<file path="src/rtl/sync_pkg.sv">
// rtl/sync_pkg.sv - shared types and helpers for input conditioner blocks
`timescale 1ns/1ps
package sync_pkg;

  typedef struct packed {
    logic rise;
    logic fall;
  } edge_t;

  function automatic int cnt_w(int d);
    return $clog2(d + 1);
  endfunction

endpackage

</file>
<file path="src/rtl/debounce_channel.sv">
// rtl/debounce_channel.sv - one channel: sync chain, debounce counter, level and edge registers
`timescale 1ns/1ps
module debounce_channel
  import sync_pkg::*;
#(
  parameter int   STAGES    = 2,
  parameter int   DEBOUNCE  = 3,
  parameter logic RESET_VAL = 1'b0
) (
  input  logic clk,
  input  logic reset,
  input  logic in_i,
  output logic out_o,
  output logic rise_o,
  output logic fall_o
);

  localparam int CW = cnt_w(DEBOUNCE);
  localparam logic [CW-1:0] CNT_MAX = CW'(DEBOUNCE - 1);

  logic [STAGES-1:0] sync_q;
  logic [CW-1:0]     cnt_q, cnt_d;
  logic              level_q, level_d;
  edge_t             pulse_q, pulse_d;
  logic              sync_s;

  assign sync_s = sync_q[STAGES-1];

  // Pure shift chain: nothing combinational between the metastability flops.
  always_ff @(posedge clk or posedge reset) begin
    if (reset) begin
      sync_q <= {STAGES{RESET_VAL}};
    end else begin
      sync_q <= {sync_q[STAGES-2:0], in_i};
    end
  end

  // A differing level must persist DEBOUNCE consecutive cycles; any agreement restarts the count.
  always_comb begin
    cnt_d   = '0;
    level_d = level_q;
    pulse_d = '0;
    if (sync_s != level_q) begin
      if (cnt_q == CNT_MAX) begin
        level_d       = sync_s;
        pulse_d.rise  = sync_s;
        pulse_d.fall  = ~sync_s;
      end else begin
        cnt_d = cnt_q + 1'b1;
      end
    end
  end

  always_ff @(posedge clk or posedge reset) begin
    if (reset) begin
      cnt_q   <= '0;
      level_q <= RESET_VAL;
      pulse_q <= '0;
    end else begin
      cnt_q   <= cnt_d;
      level_q <= level_d;
      pulse_q <= pulse_d;
    end
  end

  assign out_o  = level_q;
  assign rise_o = pulse_q.rise;
  assign fall_o = pulse_q.fall;

endmodule

</file>
<file path="src/rtl/synchronizer_debounce.sv">
// rtl/synchronizer_debounce.sv - N-channel synchronizer with debounce filter and edge pulses
`timescale 1ns/1ps
module synchronizer_debounce
  import sync_pkg::*;
#(
  parameter int   N         = 4,
  parameter int   STAGES    = 2,
  parameter int   DEBOUNCE  = 3,
  parameter logic RESET_VAL = 1'b0
) (
  input  logic         clk,
  input  logic         reset,
  input  logic [N-1:0] in_d,
  output logic [N-1:0] out_q,
  output logic [N-1:0] rise,
  output logic [N-1:0] fall
);

  for (genvar i = 0; i < N; i++) begin : g_ch
    debounce_channel #(
      .STAGES   (STAGES),
      .DEBOUNCE (DEBOUNCE),
      .RESET_VAL(RESET_VAL)
    ) u_ch (
      .clk   (clk),
      .reset (reset),
      .in_i  (in_d[i]),
      .out_o (out_q[i]),
      .rise_o(rise[i]),
      .fall_o(fall[i])
    );
  end

endmodule

</file>
<file path="config.mk">
export PLATFORM = sky130hd
export DESIGN_NAME = synchronizer_debounce
export DESIGN_NICKNAME = d
export VERILOG_FILES = /design/src/rtl/sync_pkg.sv /design/src/rtl/debounce_channel.sv /design/src/rtl/synchronizer_debounce.sv
export SDC_FILE = /design/constraint.sdc
export NUM_CORES = 1
export LEC_CHECK = 0
export ABC_CLOCK_PERIOD_IN_PS = 1500
export CORE_MARGIN = 5
export CORE_UTILIZATION = 50
export DETAILED_ROUTE_END_ITERATION = 10
export PLACE_DENSITY = 0.82
export REMOVE_ABC_BUFFERS = 1
export SLEW_MARGIN = 0
export SYNTH_ARGS = -nofsm -noshare
export SYNTH_HDL_FRONTEND = slang
export SYNTH_SLANG_ARGS = --single-unit
</file>
<file path="constraint.sdc">
create_clock -name clk -period 1.5 [get_ports clk]
set_clock_uncertainty 0.15 [all_clocks]
set_input_delay 0.45 -clock clk [delete_from_list [all_inputs] [get_ports clk]]
set_output_delay 0.45 -clock clk [all_outputs]
set_load 0.03 [all_outputs]
</file>
==> results.sh, run 1 <==
export IMPL_synth_compound_gate_area_share_pct=0
export IMPL_gp_congestion=0.681
export IMPL_diodes=0
export IMPL_setup_viol=0
export IMPL_synth_cell_type_count=11
export IMPL_start_kind="flip-flop"
export IMPL_core_area_um2=1980
export IMPL_cts_buffer_depth=2
export IMPL_viasPerCell=4.68
export IMPL_switching_share_pct=32.0
export IMPL_dieArea_um2=3120
export IMPL_intPower_mw=1.57
export IMPL_powerDensity_nw_per_um2=1820
export IMPL_io_pins=18
export IMPL_grt_pass1_wl_mm=2.53
export IMPL_path_depth=1
export IMPL_path_class="flip-flop to primary output"
export IMPL_drc=0
export IMPL_wl_mm=1.41
export IMPL_cts_buffers=3
export IMPL_cts_tree="done"
export IMPL_nNetsFinal=91
export IMPL_endpoint="out_q[2]"
export IMPL_worst_path_buf_inv=1
export IMPL_max_cap_viol_count=0
export IMPL_grt_pass1_vias=582
export IMPL_final_antenna_net_count=0
export IMPL_h_tree_depth=1
export IMPL_syn_inst=69
export IMPL_initial_utilization_pct=53.1
export IMPL_rows=16
export IMPL_rsz0062_at_grt="true"
export IMPL_worst_pin_slew_ps=243
export IMPL_synth_mux_area_share_pct=4.99
export IMPL_end_kind="primary output"
export IMPL_insertion_delay_ps=320
export IMPL_cpPeakStageDelay_ps=420
export IMPL_die_w_um=55.9
export IMPL_ys_seq_area_share_pct=66.6
export IMPL_yosys_register_bits=28
export IMPL_fillerInstances=144
export IMPL_grt_ovfl_total=0
export IMPL_power_mw=2.30
export IMPL_crit_chain="buf_6"
export IMPL_hold_buffers=0
export IMPL_critPathArrivalTime_ps=880
export IMPL_antenna_found_initial=0
export IMPL_comb_power_share_pct=37.8
export IMPL_route_vias_total=519
export IMPL_clkSinkCount=28
export IMPL_startpoint="g_ch[2].u_ch.out_o"
export IMPL_r2r_slack_ps=250
export IMPL_crit_slowest_cell="dfrtp_1"
export IMPL_seq_power_share_pct=47.1
export IMPL_place_detailed_hpwl_um=999
export IMPL_outcome="complete, no violations"
export IMPL_power_leakage_nw=0.606
export IMPL_synthAdderAreaFrac_pct=0
export IMPL_hold_violations=0
export IMPL_rr_startpoint="g_ch[0].u_ch.out_o"
export IMPL_min_period_ps=1480
export IMPL_port_buffers=17
export IMPL_worst_r2r_path_depth=4
export IMPL_min_period_over_period_pct=98.8
export IMPL_hp_class="flip-flop to flip-flop"
export IMPL_grt_usage_pct=10.2
export IMPL_chipHeight_um=55.9
export IMPL_crit_family="flip-flops"
export IMPL_drive_above_1_share_pct=35.7
export IMPL_fmax_mhz=675
export IMPL_r2r_end="g_ch[0].u_ch.cnt_q[1]"
export IMPL_max_vdd_ir_drop_v=0.000978
export IMPL_wire_per_inst_um=12.7
export IMPL_syn_avg_cell_area_um2=15.3
export IMPL_relSlewSlack_pct=83.7
export IMPL_synth_xor_area_share_pct=3.33
export IMPL_drt_pass1_iterations=2
export IMPL_syn2layout_area_growth_pct=20.5
export IMPL_synthesis_area_um2=1050
export IMPL_root_buffer="clkbuf_4"
export IMPL_first_iter_violations=1
export IMPL_layout_cells_non_filler=111
export IMPL_ys_warn_count=0
export IMPL_power_switching_mw=0.737
export IMPL_cp_max_fo=2
export IMPL_worstPathRequired_ps=900
export IMPL_place_inst=102
export IMPL_slew_viol_final=0
export IMPL_synth_simple_gate_area_share_pct=16.2
export IMPL_grt_start_max_net_pins=29
export IMPL_cts_clk_slew_worst_paths_ps=140
export IMPL_synth_top_family_by_area="simple AND/OR/NAND/NOR gates"
export IMPL_clkPwrFrac_pct=15.1
[flip-flops by register name, summed over array words and instances, names as in the netlist]
name              count
g_ch.u_ch.cnt_q       8
g_ch.u_ch.rise_o      4
g_ch.u_ch.sync_q      8
g_ch.u_ch.fall_o      4
g_ch.u_ch.out_o       4
[cells in the mapped netlist]
cell      number  area (µm²)
and3b_1        4        35.0
buf_4         12        90.1
dfrtp_1       28         701
inv_1          1        3.75
mux2_2         2        22.5
mux2_4         2        30.0
nand2b_4       2        27.5
nor2b_4        2        27.5
nor3_1         4        20.0
nor3b_1        8        60.1
xnor2_1        4        35.0
[power groups by stage]
stage	Clock [mW]	Sequential (mW)	Combinational (mW)
CTS	0.368	1.08	0.849
finish	0.349	1.08	0.870
global route	0.391	1.12	0.933
detailed placement	0	1.13	0.686
floorplan	0	1.25	0.332
global placement	0	1.10	0.666
[cells in the final DEF, fill, tap and decap left out]
cell             count
mux2_4               2
and3b_1              4
xnor2_1              4
nand2b_4             2
dfrtp_1             28
clkbuf_4             3
clkdlybuf4s50_1      5
nor2b_4              2
mux2_2               2
buf_4                7
nor3_1               4
nor3b_1              8
inv_1                1
clkbuf_8             1
buf_6               10
buf_12               1
[cells by family (layout without fill, tap and decap cells)]
kind of cell	count (synthesis)	after routing
DFF	28	28
xor gates and xnor gates	4	4
buffers and inverters	13	28
and+or+nand+nor	20	20
muxes	4	4
[area by class of cell]
| type | count | area [µm²] | share of cell area (%) |
|---|---|---|---|
| clock buffer | 4 | 36.3 | 2.86 |
| inverter | 1 | 3.75 | 0.296 |
| multi-input combinational | 28 | 258 | 20.3 |
| sequential | 28 | 701 | 55.3 |
| tap | 27 | 33.8 | 2.67 |
| timing repair buffer | 23 | 235 | 18.6 |
[routing by layer]
| metal | vias to the layer above | global-route usage, % | part of all wire, % |
|---|---|---|---|
| met5 | - | 0 | 0 |
| met4 | 0 | 5.08 | 0 |
| met3 | 0 | 2.55 | 4.5 |
| met2 | 12 | 17.6 | 54 |
| met1 | 260 | 11.6 | 41 |
| li1 | 247 | - | - |
[per-stage QoR]
stage / setup WS (ps) / instance area [µm²] / util, % / setup TNS [ps] / hold WS, ps
after floorplan: 323 / 962 / - / 0 / 181
after global placement: 310 / 1160 / 58.3 / 0 / 185
after detailed placement: 294 / 1160 / 58.3 / 0 / 186
after CTS: -2.47 / 1240 / 62.4 / -2.47 / 218
after global routing: -26.5 / 1270 / 64.0 / -76.5 / 238
final: 17.7 / 1270 / 64.0 / 0 / 216
[timing repair]
action	CTS	global route
setup endpoints to repair	4	10
resized for setup	4	6
buffers inserted	4	1
[worst min-delay path by stage]
stage	startpoint	to	slack, ps	cells after the start
detailed placement	g_ch[1].u_ch.sync_q[0]	g_ch[1].u_ch.sync_q[1]	190	0
floorplan	g_ch[0].u_ch.sync_q[0]	g_ch[0].u_ch.sync_q[1]	180	0
finish	g_ch[1].u_ch.sync_q[0]	g_ch[1].u_ch.sync_q[1]	220	0
global placement	g_ch[0].u_ch.sync_q[0]	g_ch[0].u_ch.sync_q[1]	190	0
CTS	g_ch[1].u_ch.sync_q[0]	g_ch[1].u_ch.sync_q[1]	220	0
global route	g_ch[2].u_ch.sync_q[0]	g_ch[2].u_ch.sync_q[1]	240	0
Power figures use the tool's default switching activity.
==> run 2: changes to the inputs <==
- CORE_ASPECT_RATIO: not set -> 1.1
- TNS_END_PERCENT: not set -> 1
==> run 2 against run 1 <==
Against the previous run:
- clock power down 22%
- critical path depth unchanged
- utilization is 1.9 points lower
- critical endpoint unchanged
- largest cell class unchanged
- largest power group unchanged
==> results.sh, run 2 (synthesized netlist as in run 1, its figures left out) <==
export IMPL_outcome="complete, no violations"
export IMPL_cts_clk_slew_worst_paths_ps=120
export IMPL_drive_above_1_share_pct=37.8
export IMPL_first_iter_violations=5
export IMPL_comb_power_share_pct=37.1
export IMPL_layout_commonest_cell="dfrtp_1"
export IMPL_h_tree_depth=1
export IMPL_path_depth=1
export IMPL_final_antenna_net_count=0
export IMPL_power_switching_mw=0.695
export IMPL_gp_congestion=0.655
export IMPL_dieArea_um2=3120
export IMPL_min_period_ps=1500
export IMPL_clkSinkCount=28
export IMPL_syn2layout_area_growth_pct=17.8
export IMPL_endpoint="out_q[2]"
export IMPL_pre_cts_ws_ps=307
export IMPL_grt_usage_pct=9.81
export IMPL_intPower_mw=1.50
export IMPL_drc=0
export IMPL_multi_input_area_um2=258
export IMPL_startpoint="g_ch[2].u_ch.out_o"
export IMPL_nNetsFinal=90
export IMPL_root_buffer="clkbuf_4"
export IMPL_worst_path_buf_inv=1
export IMPL_end_kind="primary output"
export IMPL_cts_tree="done"
export IMPL_worst_pin_slew_ps=196
export IMPL_grt_start_max_net_pins=29
export IMPL_hold_violations=0
export IMPL_start_kind="flip-flop"
export IMPL_seq_area_um2=704
export IMPL_powerDensity_nw_per_um2=1770
export IMPL_slew_viol_final=0
export IMPL_finish_utilization_pct=62.0
export IMPL_worstPathRequired_ps=900
export IMPL_place_detailed_hpwl_um=887
export IMPL_relSlewSlack_pct=86.8
export IMPL_wire_per_inst_um=11.2
export IMPL_rr_startpoint="g_ch[0].u_ch.cnt_q[0]"
export IMPL_fmax_mhz=667
export IMPL_setup_viol=0
export IMPL_layout_common_cells="25 x dfrtp_1, 9 x buf_4, 8 x nor3b_1, 7 x buf_6, 5 x clkdlybuf4s50_1"
export IMPL_initial_utilization_pct=52.6
export IMPL_largest_registers="g_ch.u_ch.cnt_q: 8 flops, g_ch.u_ch.sync_q: 8 flops"
export IMPL_r2r_end="g_ch[0].u_ch.out_o"
export IMPL_hp_class="flip-flop to flip-flop"
export IMPL_port_buffers=17
export IMPL_worst_r2r_path_depth=2
export IMPL_route_vias_total=503
export IMPL_drt_pass1_iterations=3
export IMPL_max_cap_viol_count=0
export IMPL_fillerInstances=168
export IMPL_switching_share_pct=31.7
export IMPL_cts_buffers=3
export IMPL_rsz0062_at_grt="true"
export IMPL_min_period_over_period_pct=99.9
export IMPL_hp_start="g_ch[0].u_ch.sync_q[0]"
export IMPL_critPathArrivalTime_ps=900
export IMPL_seq_power_share_pct=50.4
export IMPL_rows=17
export IMPL_io_pins=18
export IMPL_chipHeight_um=58.1
export IMPL_core_area_um2=2000
export IMPL_clkPwrFrac_pct=12.5
export IMPL_crit_family="flip-flops"
export IMPL_cts_buffer_depth=2
export IMPL_wl_mm=1.24
export IMPL_insertion_delay_ps=300
export IMPL_r2r_slack_ps=330
export IMPL_viasPerCell=4.57
export IMPL_holdPathStages=0
export IMPL_grt_pass1_wl_mm=2.14
export IMPL_diodes=0
export IMPL_cpPeakStageDelay_ps=450
export IMPL_die_w_um=53.7
export IMPL_crit_slowest_cell="dfrtp_2"
export IMPL_power_leakage_nw=0.589
export IMPL_grt_pass1_vias=506
export IMPL_timing_final_ws_setup_ps=0.837
export IMPL_grt_ovfl_total=0
export IMPL_path_class="flip-flop to primary output"
export IMPL_crit_chain="buf_6"
export IMPL_antenna_found_initial=0
export IMPL_fin_setup_tns_ps=0
export IMPL_cp_max_fo=5
export IMPL_max_vdd_ir_drop_v=0.00102
[run 2: timing repair]
item	in CTS	in global routing
setup endpoints to repair	4	7
resized for setup	3	7
hold buffers	0	0
setup buffers	1	3
[run 2: area by class of cell]
cell class / instances / area share [%]
tap: 28 / 2.83
sequential: 28 / 56.8
timing repair buffer: 22 / 17.5
inverter: 1 / 0.303
clock buffer: 3 / 1.82
multi-input combinational: 28 / 20.8
[run 2: power groups by stage]
stage	clock network [mW]	logic, mW	registers, mW
after floorplan	0	0.332	1.25
after global placement	0	0.668	1.10
after detailed placement	0	0.677	1.12
after CTS	0.287	0.739	1.10
after global routing	0.328	0.863	1.13
final	0.273	0.813	1.11
[run 2: routing by layer]
layer | global-route usage, % | vias up | wire, µm
met5 | 0 | - | 0
met2 | 14.9 | 15 | 591
met1 | 11.4 | 241 | 532
li1 | - | 245 | -
met4 | 6.57 | 0 | 21
met3 | 3.60 | 2 | 90
[run 2: per-stage QoR]
stage          hold slack (ps)  instance area, µm²  total power, mW  cells
6_report                   213                1240             2.19    110
2_1_floorplan              181                 962             1.58     57
4_1_cts                    215                1200             2.13    107
3_3_place_gp               182                1160             1.77    103
3_5_place_dp               186                1160             1.80    103
5_1_grt                    227                1240             2.32    110
[run 2: worst min path at each step]
stage	to	slack, ps
2_1_floorplan	g_ch[0].u_ch.sync_q[1]	180
3_3_place_gp	g_ch[0].u_ch.sync_q[1]	180
3_5_place_dp	g_ch[0].u_ch.sync_q[1]	190
4_1_cts	g_ch[0].u_ch.sync_q[1]	220
5_1_grt	g_ch[1].u_ch.sync_q[1]	230
6_report	g_ch[0].u_ch.sync_q[1]	210
==> run 3: changes to the inputs <==
- CTS_CLUSTER_SIZE: not set -> 10
==> results of run 3 <==
Same layout as run 2: the final DEF is identical, and so are final timing and power.
